==> config.mk <==
export PLATFORM = sky130hd
export DESIGN_NAME = branch_resolve_unit
export DESIGN_NICKNAME = d
export VERILOG_FILES = /design/src/rtl/branch_pkg.sv /design/src/rtl/branch_sat_counter.sv /design/src/rtl/branch_resolve_unit.sv
export SDC_FILE = /design/constraint.sdc
export NUM_CORES = 1
export LEC_CHECK = 0
export BUFFER_PORTS_ARGS = -buffer_cell sky130_fd_sc_hd__buf_2
export CORE_ASPECT_RATIO = 0.8
export CORE_MARGIN = 2
export CORE_UTILIZATION = 30
export CTS_CLUSTER_DIAMETER = 120
export DETAILED_ROUTE_END_ITERATION = 7
export PLACE_DENSITY = 0.65
export SLEW_MARGIN = 20
export SYNTH_ARGS = -nofsm -noshare
export SYNTH_HDL_FRONTEND = slang
export SYNTH_SLANG_ARGS = --single-unit
==> constraint.sdc <==
create_clock -name Clock -period 2 [get_ports Clock]
set_clock_uncertainty 0.1 [all_clocks]
set_input_delay 0.2 -clock Clock [delete_from_list [all_inputs] [get_ports Clock]]
set_output_delay 0.2 -clock Clock [all_outputs]
set_load 0.1 [all_outputs]
==> src/rtl/branch_pkg.sv <==
// Shared definitions for the EX-stage branch resolution slice.
// Holds the recovery FSM state type, default widths and the width of the
// recovery countdown counter.
package branch_pkg;

  // Recovery FSM states
  typedef enum logic {
    NORMAL  = 1'b0,
    RECOVER = 1'b1
  } brState_t;

  localparam int unsigned PC_W_DEF      = 32;
  localparam int unsigned STAT_W_DEF    = 32;
  localparam int unsigned RECOVER_CNT_W = 4;

endpackage

==> src/rtl/branch_sat_counter.sv <==
// Saturating up-counter with synchronous active-high reset and enable.
// Ports:
//   Clock  - system clock
//   Reset  - synchronous, active-high clear
//   Enable - count up by one this edge (holds once all-ones)
//   Count  - current count value
module branch_sat_counter #(
  parameter int unsigned W = 32
) (
  input  logic         Clock,
  input  logic         Reset,
  input  logic         Enable,
  output logic [W-1:0] Count
);

  // Stop at all-ones so a long run never wraps to a small value
  always_ff @(posedge Clock) begin
    if (Reset) begin
      Count <= '0;
    end else if (Enable && (Count != {W{1'b1}})) begin
      Count <= Count + W'(1);
    end
  end

endmodule

==> src/rtl/branch_resolve_unit.sv <==
// EX-stage branch resolution unit.
// Captures the ID-stage branch and its prediction into an ID/EX holding
// register, compares the prediction with the EX condition, reports the
// outcome to the predictor and raises flush/redirect on a mispredict.
// A small NORMAL/RECOVER FSM blocks wrong-path capture after a mispredict.
//
// Optional feature: define BRANCH_STATS_EN to build saturating resolved-branch
// and mispredict counters; otherwise BranchCount/MispredictCount read 0.
//
// Ports:
//   Clock, Reset                 - clock, synchronous active-high reset
//   Stall_ID                     - ID stalled, EX receives a bubble
//   BranchInstructExists_ID      - branch present in ID
//   Prediction_ID                - predicted direction (1 = taken)
//   PCPlus4_ID, BranchTarget_ID  - fall-through and taken addresses
//   ConditionMet_EX              - actual condition evaluated in EX
//   BranchInstructExists_EX      - resolved branch present (to predictor)
//   BranchDecision_EX            - actual outcome (to predictor)
//   Mispredict                   - prediction differs from outcome
//   Flush_IF_ID, Flush_ID_EX     - squash the front-end pipeline registers
//   RedirectValid, RedirectPC    - corrected fetch request
//   BranchCount, MispredictCount - statistics (optional feature)
module branch_resolve_unit import branch_pkg::*; #(
  parameter int unsigned PC_W           = PC_W_DEF,
  parameter int unsigned RECOVER_CYCLES = 1,
  parameter int unsigned STAT_W         = STAT_W_DEF
) (
  input  logic              Clock,
  input  logic              Reset,
  input  logic              Stall_ID,
  input  logic              BranchInstructExists_ID,
  input  logic              Prediction_ID,
  input  logic [PC_W-1:0]   PCPlus4_ID,
  input  logic [PC_W-1:0]   BranchTarget_ID,
  input  logic              ConditionMet_EX,
  output logic              BranchInstructExists_EX,
  output logic              BranchDecision_EX,
  output logic              Mispredict,
  output logic              Flush_IF_ID,
  output logic              Flush_ID_EX,
  output logic              RedirectValid,
  output logic [PC_W-1:0]   RedirectPC,
  output logic [STAT_W-1:0] BranchCount,
  output logic [STAT_W-1:0] MispredictCount
);

  // Recovery length must fit the 4-bit countdown and be at least one cycle
  if ((RECOVER_CYCLES < 1) || (RECOVER_CYCLES > 15)) begin : gRecoverCyclesCheck
    $error("branch_resolve_unit: RECOVER_CYCLES must be within 1..15");
  end

  // ID/EX holding register
  logic            valid_q;
  logic            pred_q;
  logic [PC_W-1:0] pcPlus4_q;
  logic [PC_W-1:0] target_q;

  brState_t                 state;
  logic [RECOVER_CNT_W-1:0] recoverCnt;

  logic mispredictC;
  logic captureC;

  // Resolution is purely a function of the held branch and the EX condition
  assign mispredictC = valid_q & (pred_q ^ ConditionMet_EX);

  // A branch arriving alongside a mispredict, or during recovery, is wrong-path
  assign captureC = BranchInstructExists_ID & ~Stall_ID & ~mispredictC &
                    (state == NORMAL);

  assign BranchInstructExists_EX = valid_q;
  assign BranchDecision_EX       = valid_q & ConditionMet_EX;
  assign Mispredict              = mispredictC;
  assign Flush_IF_ID             = mispredictC;
  assign Flush_ID_EX             = mispredictC;
  assign RedirectValid           = mispredictC;
  assign RedirectPC              = mispredictC ? (ConditionMet_EX ? target_q : pcPlus4_q)
                                               : '0;

  // Holding register; payload fields hold when nothing is captured
  always_ff @(posedge Clock) begin
    if (Reset) begin
      valid_q   <= 1'b0;
      pred_q    <= 1'b0;
      pcPlus4_q <= '0;
      target_q  <= '0;
    end else begin
      valid_q <= captureC;
      if (captureC) begin
        pred_q    <= Prediction_ID;
        pcPlus4_q <= PCPlus4_ID;
        target_q  <= BranchTarget_ID;
      end
    end
  end

  // Recovery FSM: RECOVER lasts RECOVER_CYCLES cycles after a mispredict
  always_ff @(posedge Clock) begin
    if (Reset) begin
      state      <= NORMAL;
      recoverCnt <= '0;
    end else begin
      case (state)
        NORMAL: begin
          if (mispredictC) begin
            state      <= RECOVER;
            recoverCnt <= RECOVER_CNT_W'(RECOVER_CYCLES - 1);
          end
        end
        RECOVER: begin
          if (recoverCnt == '0) begin
            state <= NORMAL;
          end else begin
            recoverCnt <= recoverCnt - RECOVER_CNT_W'(1);
          end
        end
        default: begin
          state      <= NORMAL;
          recoverCnt <= '0;
        end
      endcase
    end
  end

`ifdef BRANCH_STATS_EN
  // Every valid EX cycle is one resolved branch
  branch_sat_counter #(.W(STAT_W)) uBranchCounter (
    .Clock  (Clock),
    .Reset  (Reset),
    .Enable (valid_q),
    .Count  (BranchCount)
  );

  branch_sat_counter #(.W(STAT_W)) uMispredictCounter (
    .Clock  (Clock),
    .Reset  (Reset),
    .Enable (mispredictC),
    .Count  (MispredictCount)
  );
`else
  assign BranchCount     = '0;
  assign MispredictCount = '0;
`endif

endmodule
# Word level (Yosys, flattened, before mapping)

Cells that the tools add are included.
Widths: inputs -> output; s select.

$add $sub $neg: 1
Multipliers: 0
Div/mod/pow operators: 0
$lt $le $gt $ge: 0
Eq/ne operators: 2
Shift-type cells: 0
Mux-type cells: 8
Bitwise operators: 9
Reduce and logical (&&, ||, !) cells: 2

Operator list:

| kind                | count |
|---|---|
| $mux 32             | 2 |
| $mux 4              | 2 |
| $pmux 4 s2          | 1 |
| $and 1x1->1         | 5 |
| $logic_not 4->1     | 1 |
| $ne 2x2->1 const B  | 2 |
| $sub 4x1->4 const B | 1 |
| $not 1->1           | 3 |
| $mux 1              | 2 |
| $pmux 1 s2          | 1 |
| $reduce_and 2->1    | 1 |
| $xor 1x1->1         | 1 |

Register bits after elaboration: 71
Bits in latches: 0
Memory bits (writable): 0
ROM bits: 0
Bits of input ports: 70
Output and inout bits: 102
Memories kept: 0

# Logic depth before layout (Yosys ltp)

Gate-level depths: netlist of the first run.

Word-level depth: 5
Mapped depth: 7
Gate-level depth less buffers: 5

# Least setup slack after synthesis of the first run

Ideal clock, no wire load.

Kind: register to output
Start point: register valid_q, in the netlist BranchInstructExists_EX
End point: output port RedirectPC[10]
Data arrival time: 2727 ps
Path slack: -1027 ps
Stages on the path, launching flop included: 5
Buffers on the path: 2
Path through: dfxtp_1 nand2b_1 clkbuf_1 clkbuf_1 nor2_1

Word-level cells in the longest chain between the ends: 2

RTL lines:

| element                  | RTL line                  | source |
|---|---|---|
| start: declaration       | branch_resolve_unit.sv:53 | `logic valid_q;` |
| start signal: assignment | branch_resolve_unit.sv:88 | `valid_q <= captureC;` |
| $and 1x1->1              | branch_resolve_unit.sv:65 | `assign mispredictC = valid_q & (pred_q ^ ConditionMet_EX);` |
| $mux 32                  | branch_resolve_unit.sv:77 | `assign RedirectPC = mispredictC ? (ConditionMet_EX ? target_q : pcPlus4_q)` |
| end: declaration         | branch_resolve_unit.sv:42 | `output logic [PC_W-1:0] RedirectPC,` |

No other way between the ends.

# Final worst setup path of the first run

Start point: register pred_q
End point: output port RedirectPC[1]

Word-level cells in the longest chain between the ends: 3

RTL lines:

| element                  | RTL line                  | source |
|---|---|---|
| start: declaration       | branch_resolve_unit.sv:54 | `logic pred_q;` |
| start signal: assignment | branch_resolve_unit.sv:90 | `pred_q <= Prediction_ID;` |
| $xor 1x1->1              | branch_resolve_unit.sv:65 |  |
| $and 1x1->1              | branch_resolve_unit.sv:65 |  |
| $mux 32                  | branch_resolve_unit.sv:77 |  |

No other way between the ends.

==> results of run 1 <==
==> sequential cells by signal (all words and copies together) (netlist names) <==
signal,flops
pred_q,1
pcPlus4_q,32
state,1
recoverCnt,4
BranchInstructExists_EX,1
target_q,32
==> cells by family after synthesis <==
| family | count (synthesis) | share of synthesized area (%) |
|---|---|---|
| simple gates | 178 | 24.4 |
| buf+inv | 104 | 16.3 |
| mux | 97 | 23.1 |
| flops | 71 | 33.8 |
| compound gates | 9 | 1.61 |
| fa+ha+maj | 1 | 0.297 |
| other cells | 1 | 0.0891 |
| xor+xnor | 1 | 0.387 |
==> final cells by class <==
cell class	count	area [um2]	share of cell area, %
Multi-Input combinational cell	350	2530	44.0
Sequential cell	71	1430	24.8
Timing Repair Buffer	115	1230	21.3
Clock buffer	13	260	4.53
Tap cell	180	225	3.92
Clock inverter	3	65.1	1.13
Inverter	5	18.8	0.326
==> worst max-delay path by stage <==
stage	startpoint	end	slack, ns	depth (start not counted)
2_1_floorplan	ConditionMet_EX	RedirectPC[22]	-0.15	6
3_3_place_gp	ConditionMet_EX	RedirectPC[15]	0.43	5
3_5_place_dp	recoverCnt[0]	recoverCnt[1]	0.40	5
4_1_cts	pred_q	RedirectPC[1]	0.14	5
5_1_grt	pred_q	RedirectPC[1]	0.09	5
6_report	pred_q	RedirectPC[1]	0.16	5
==> layer usage <==
metal  share of wire (%)  global-route usage [%]  vias up
met5                   0                       0        -
met4                 1.3                    4.02        0
met3                 5.3                    3.18       10
met2                  46                    19.0       94
met1                  47                    16.0     1418
li1                    -                       -     1541
==> power breakdown <==
group / leakage (nW) / internal, mW / total [mW] / switching [mW]
clock: 0.160 / 1.16 / 1.75 / 0.587
sequential: 0.581 / 1.49 / 1.52 / 0.0379
combinational: 1.61 / 0.254 / 1.06 / 0.803
total: 2.35 / 2.90 / 4.33 / 1.43
==> cell usage in the layout (no fill, tap or decap) <==
cell type and n:
mux2i_1 97, o211ai_1 1, nor2_4 20, nor2_2 12, or3b_1 1, and2_1 1, nand4b_1 1, dfxtp_1 70
nor2_1 3, ha_1 1, bufinv_16 2, buf_4 2, o211a_4 1, clkinv_2 1, nand2b_4 1, a31oi_1 2
nor2b_1 2, clkbuf_8 2, a311oi_1 1, xnor2_2 1, inv_2 1, or3_1 2, nand3_1 3, clkbuf_16 9
clkbuf_1 2, inv_1 4, dfxtp_4 1, conb_1 64, o2bb2ai_1 1, buf_12 43, o21ai_1 1, nand2b_1 132
o31ai_1 2, buf_2 70
==> critical path, stage by stage (launching register included) <==
cell and delay [ns]:
dfxtp_1 0.33, xnor2_2 0.14, nand2b_4 0.17, buf_12 0.19
nor2_2 0.18, buf_12 0.19
==> per-stage QoR <==
stage | TNS, ns | power [mW]
after CTS | 0 | 4.39
after floorplan | -1.65 | 2.54
final | 0 | 4.33
after global placement | 0 | 2.60
after detailed placement | 0 | 2.62
after global routing | 0 | 4.49
==> reports/qor.log, run 1 <==
INFO  status         outcome=finished clean
INFO  setup_path     setup.worst_path.class=flip-flop to primary output
INFO  synthesis      netlist_instances=462
INFO  placement      port_buffers=107
INFO  timing         rsz0062_at_grt=false
INFO  synthesis      count_of_flip_flops_with_a_built_in_enable_after_synthesis=0
INFO  routing        wl=8.95mm
INFO  setup_path     worst_setup_path_start_kind=flip-flop
INFO  routing        drc=0
INFO  synthesis      ys.flop_type=dfxtp_1
INFO  clock_tree     cts-hold-fix-buffers=0
INFO  setup_path     regToRegSetupSlack=0.35ns
INFO  cells_and_area finish.net_count=623
INFO  synthesis      ys_warn_count=0
INFO  timing         final_max_slew_viol_count=0
INFO  die            dieHeight=110um
INFO  routing        drt-wirelength-per-cell=12.1um
INFO  min_path       holdCritPathClass=primary input to flip-flop
INFO  synthesis      yosysUniqueCellTypes=27
INFO  die            ios=172
INFO  die            coreArea=13,600um2
INFO  placement      gp_routability_congestion=0.695
INFO  synthesis      synth_seq_cells=71
INFO  clock_tree     max-clock-path-buffers=2
INFO  clock_tree     cts_buffers=9
INFO  global_route   antenna_found_initial=0
INFO  cells_and_area antenna_cells_inserted=0
INFO  clock_tree     post_cts_resize_count=0
INFO  power_and_ir_drop max-vdd-ir-drop=368uV
INFO  synthesis      avg_cell_area_syn=9.11um2
INFO  placement      dp_hpwl=6.30mm
INFO  routing        ant_nets=0
INFO  die            placement_rows=38
INFO  min_path       holdPathStages=3
INFO  synthesis      synth_common_cells=nand2b_1 (133), mux2i_1 (97), dfxtp_1 (71)
INFO  clock_tree     ctsRootBufferMaster=clkbuf_16
INFO  setup_path     setup.worst_path.end_class=primary output
INFO  cells_and_area final.fill_count=1,277
INFO  routing        routed_vias_inst=4.16
INFO  setup_path     worst_path_arrival_time=1.54ns
INFO  synthesis      synth.top_cell.area_share=33.8%
INFO  min_path       worst_hold_startpoint=BranchTarget_ID[4]
INFO  global_route   gr-usage-all-layers=12.1%
INFO  clock_tree     cts.reportedPaths.clkPinSlew=0.06ns
INFO  timing         fin_ws=0.160ns
INFO  job            max_cap_viol_count=0
INFO  synthesis      netlist.top_cell.by_area=dfxtp_1
INFO  synthesis      post-synth-top-count-cell=nand2b_1
INFO  cells_and_area finalCoreUtilization=42.1%
INFO  synthesis      seq_area_frac_synth=33.8%
INFO  clock_tree     post-cts-setup-buffer-count=0
INFO  power_and_ir_drop static-leakage-power=2.35nW
INFO  cells_and_area final_design_area_no_fill=5750um2
INFO  setup_path     r2r_start=recoverCnt[0]
INFO  cells_and_area share_of_final_layout_standard_cells_stronger_than_drive_strength_1=29.8%
INFO  timing         clock.fmax=544MHz
INFO  routing        detail_route.iter0.violations=70
INFO  global_route   grt_pass1_vias=2,903
INFO  clock_tree     tritoncts_num_sinks=71
INFO  timing         period_needed=1.84ns
INFO  placement      postPlaceCellArea=5430um2
INFO  setup_path     r2r_end=recoverCnt[1]
INFO  routing        dr.pass1.iters=4
INFO  power_and_ir_drop power_density=753nW/um2
INFO  timing         finalSetupViolCount=0
INFO  synthesis      postSynth.asyncResetShare=0%
INFO  global_route   grt_pass1_wl=14.0mm
INFO  timing         finalCritPeriodShare=92.0%
INFO  placement      preCtsSetupSlack=0.405ns
INFO  timing         final_hold_viol_count=0
INFO  clock_tree     clock_latency=0.33ns
INFO  cells_and_area synthToLayoutAreaGrowth=36.7%
INFO  die            initial_utilization=30.8%
INFO  setup_path     worst_r2r_path_depth=5
INFO  die            die_w=136um
INFO  global_route   pin_count_of_the_biggest_net_entering_global_routing=139
INFO  timing         timing.hold.ws=0.0316ns
INFO  die            fp.dieArea=15,000um2
INFO  min_path       worst_hold_path.endpoint=target_q[4]
INFO  setup_path     worst-path-max-fanout=18
INFO  placement      post-place-cells=721
INFO  setup_path     critical_path_required=1.70ns
INFO  clock_tree     h_tree_levels=3
INFO  synthesis      syn_area=4210um2
INFO  cells_and_area layoutNonFillerInstCount=737
INFO  clock_tree     cts_tree=yes
INFO  global_route   overflow=0
INFO  routing        route.vias.total=3,063
INFO  synthesis      synth.top_cells.by_area=dfxtp_1 (34%), mux2i_1 (23%), nand2b_1 (20%)
(Power assumes the default switching activity.)
==> run 2, diff against run 1 <==
--- a/config.mk
+++ b/config.mk
@@ -8,10 +8,10 @@
 export BUFFER_PORTS_ARGS = -buffer_cell sky130_fd_sc_hd__buf_2
 export CORE_ASPECT_RATIO = 0.8
 export CORE_MARGIN = 2
-export CORE_UTILIZATION = 30
+export CORE_UTILIZATION = 49
 export CTS_CLUSTER_DIAMETER = 120
 export DETAILED_ROUTE_END_ITERATION = 7
-export PLACE_DENSITY = 0.65
+export PLACE_DENSITY = 0.92
 export SLEW_MARGIN = 20
 export SYNTH_ARGS = -nofsm -noshare
 export SYNTH_HDL_FRONTEND = slang
==> run 2 against run 1 <==
  * Critical path type unchanged
  * Count of clock-buffer cells in the layout down 1
  * Combinational power about the same
  * Core utilization up 24 points
  * Largest cell class unchanged
  * Power down 8.6%
  * Register-to-register slack about the same
  * Die area down 38%
  * Critical path depth unchanged
  * Sequential power about the same
  * Global-route usage up 7.1 points
  * Via count up 0.36%
  * Routed wire length down 1.3%
==> reports/qor.log, run 2 (same netlist as run 1, synthesis figures left out) <==
INFO  power_and_ir_drop p_int=2.58mW
INFO  power_and_ir_drop switching_share=34.7%
INFO  die            placement_rows=30
INFO  cells_and_area reg_top3=pcPlus4_q x32, target_q x32, recoverCnt x4
INFO  power_and_ir_drop static-leakage-power=2.31nW
INFO  cells_and_area most_common_library_cell_in_the_layout_ignoring_fill_and_taps=nand2b_1
INFO  routing        detail_route.iter0.violations=105
INFO  routing        routed_vias_inst=4.59
INFO  power_and_ir_drop power_density=709nW/um2
INFO  clock_tree     clock_latency=0.33ns
INFO  routing        drc=0
INFO  global_route   pin_count_of_the_biggest_net_entering_global_routing=139
INFO  placement      post-place-cells=652
INFO  die            fp.dieArea=9350um2
INFO  clock_tree     max-clock-path-buffers=2
INFO  setup_path     slowest_delay=0.34ns
INFO  timing         finalCritPeriodShare=92.9%
INFO  cells_and_area most_frequent_cells_in_the_layout=nand2b_1 (132), mux2i_1 (97), buf_2 (70), dfxtp_1 (70), conb_1 (64)
INFO  setup_path     worst_path_arrival_time=1.56ns
INFO  min_path       holdCritPathClass=primary input to flip-flop
INFO  timing         final_hold_viol_count=0
INFO  setup_path     r2r_end=recoverCnt[1]
INFO  clock_tree     tritoncts_num_sinks=71
INFO  setup_path     setup.worst_path.end_class=primary output
INFO  clock_tree     cts-hold-fix-buffers=0
INFO  setup_path     cpMostUsedCell=buf_12
INFO  setup_path     worst_setup_path_endpoint=Flush_ID_EX
INFO  placement      dp_hpwl=6.45mm
INFO  die            dieHeight=86.9um
INFO  global_route   antenna_found_initial=0
INFO  power_and_ir_drop power.clock.fraction=34.9%
INFO  setup_path     crit_path_cell_trace=xnor2_2, nand2b_4, buf_12, inv_2, buf_12
INFO  status         outcome=finished clean
INFO  die            coreArea=8410um2
INFO  setup_path     worst_r2r_path_depth=5
INFO  cells_and_area final.fill_count=636
INFO  global_route   gr-usage-all-layers=19.2%
INFO  setup_path     regToRegSetupSlack=0.36ns
INFO  cells_and_area share_of_final_layout_standard_cells_stronger_than_drive_strength_1=30.2%
INFO  routing        dr.pass1.iters=4
INFO  die            die_w=108um
INFO  placement      gp_routability_congestion=0.766
INFO  clock_tree     h_tree_levels=3
INFO  global_route   overflow=0
INFO  global_route   grt_pass1_vias=3,004
INFO  clock_tree     cts_tree=yes
INFO  setup_path     worst_path_max_delay_cell=dfxtp_1
INFO  cells_and_area finish.net_count=623
INFO  power_and_ir_drop p_sw=1.37mW
INFO  die            initial_utilization=50.0%
INFO  timing         rsz0062_at_grt=false
INFO  setup_path     setup.worst_path.class=flip-flop to primary output
INFO  routing        drt-wirelength-per-cell=13.2um
INFO  routing        route.vias.total=3,074
INFO  job            max_cap_viol_count=0
INFO  power_and_ir_drop share_seq_of_total_power=38.6%
INFO  setup_path     r2r_start=recoverCnt[0]
INFO  die            ios=172
INFO  timing         final_max_slew_viol_count=0
INFO  cells_and_area finalCoreUtilization=66.3%
INFO  placement      port_buffers=107
INFO  cells_and_area antenna_cells_inserted=0
INFO  setup_path     critical_path_required=1.70ns
INFO  power_and_ir_drop max-vdd-ir-drop=476uV
INFO  cells_and_area layoutNonFillerInstCount=669
INFO  setup_path     critPathLaunch=pred_q
INFO  setup_path     worst-path-max-fanout=18
INFO  clock_tree     cts_buffers=9
INFO  timing         clock.fmax=538MHz
INFO  cells_and_area synthToLayoutAreaGrowth=32.6%
INFO  global_route   grt_pass1_wl=14.4mm
INFO  clock_tree     ctsRootBufferMaster=clkbuf_8
INFO  timing         period_needed=1.86ns
INFO  timing         finalSetupViolCount=0
INFO  clock_tree     cts.reportedPaths.clkPinSlew=0.08ns
INFO  power_and_ir_drop overall_power_after_layout=3.96mW
INFO  routing        wl=8.84mm
INFO  routing        ant_nets=0
INFO  setup_path     worst_setup_path_start_kind=flip-flop
INFO  power_and_ir_drop comb_power_share=26.6%
[run 2: changes by cell type in the layout (fill, tap and decap cells not counted), sizes merged]
cell / before / now
clkbuf: 13 / 12
clkinv: 1 / 2
[run 2: power groups by stage]
stage | clock network, mW | registers (mW) | logic [mW]
4_1_cts | 1.41 | 1.53 | 1.05
3_3_place_gp | 0 | 1.55 | 1.03
2_1_floorplan | 0 | 1.55 | 0.987
6_report | 1.38 | 1.53 | 1.05
3_5_place_dp | 0 | 1.56 | 1.05
5_1_grt | 1.47 | 1.53 | 1.10
[run 2: timing repair]
| item | in CTS | in global routing |
|---|---|---|
| buffers inserted | 1 | 0 |
| setup endpoints to repair | 4 | 0 |
| gates resized for setup | 0 | 0 |
[run 2: cell type report]
class / count / area, um2 / share of cell area, %
Inverter: 5 / 18.8 / 0.336
Multi-Input combinational cell: 350 / 2530 / 45.4
Clock inverter: 4 / 73.8 / 1.32
Clock buffer: 12 / 176 / 3.16
Sequential cell: 71 / 1430 / 25.5
Timing Repair Buffer: 115 / 1210 / 21.8
Tap cell: 112 / 140 / 2.51
[run 2: how the worst min path moves through the flow]
stage                    end  slack [ns]                 from  cells past startpoint
2_1_floorplan  pcPlus4_q[10]        0.26       PCPlus4_ID[10]                      2
4_1_cts         pcPlus4_q[3]       0.004        PCPlus4_ID[3]                      3
5_1_grt          target_q[8]       0.005   BranchTarget_ID[8]                      3
3_3_place_gp    target_q[11]        0.36         target_q[11]                      2
6_report        target_q[19]        0.02  BranchTarget_ID[19]                      3
3_5_place_dp   pcPlus4_q[14]        0.36        pcPlus4_q[14]                      2
[run 2: worst max-delay path, delay by kind of cell, from the launching register on]
family        cells  cell delay, ns
buf+inv           3            0.57
simple gates      1            0.17
xor+xnor          1            0.14
flops             1            0.34
[run 2: per-layer routing]
| layer | global-route usage (%) | up-vias | routed length (um) |
|---|---|---|---|
| met5 | 0 | - | 0 |
| met3 | 4.19 | 7 | 391 |
| met1 | 23.9 | 1438 | 3810 |
| met4 | 5.13 | 0 | 88 |
| met2 | 33.7 | 95 | 4560 |
| li1 | - | 1534 | - |
[run 2: stage by stage]
step	setup WS (ns)	instance area (um2)	setup TNS [ns]	hold WS [ns]
after floorplan	-0.151	4630	-1.65	0.255
after global placement	0.377	5320	0	0.358
final	0.142	5580	0	0.0187
after global routing	0.0595	5580	0	0.00522
after detailed placement	0.327	5320	0	0.360
after CTS	0.116	5580	0	0.00437
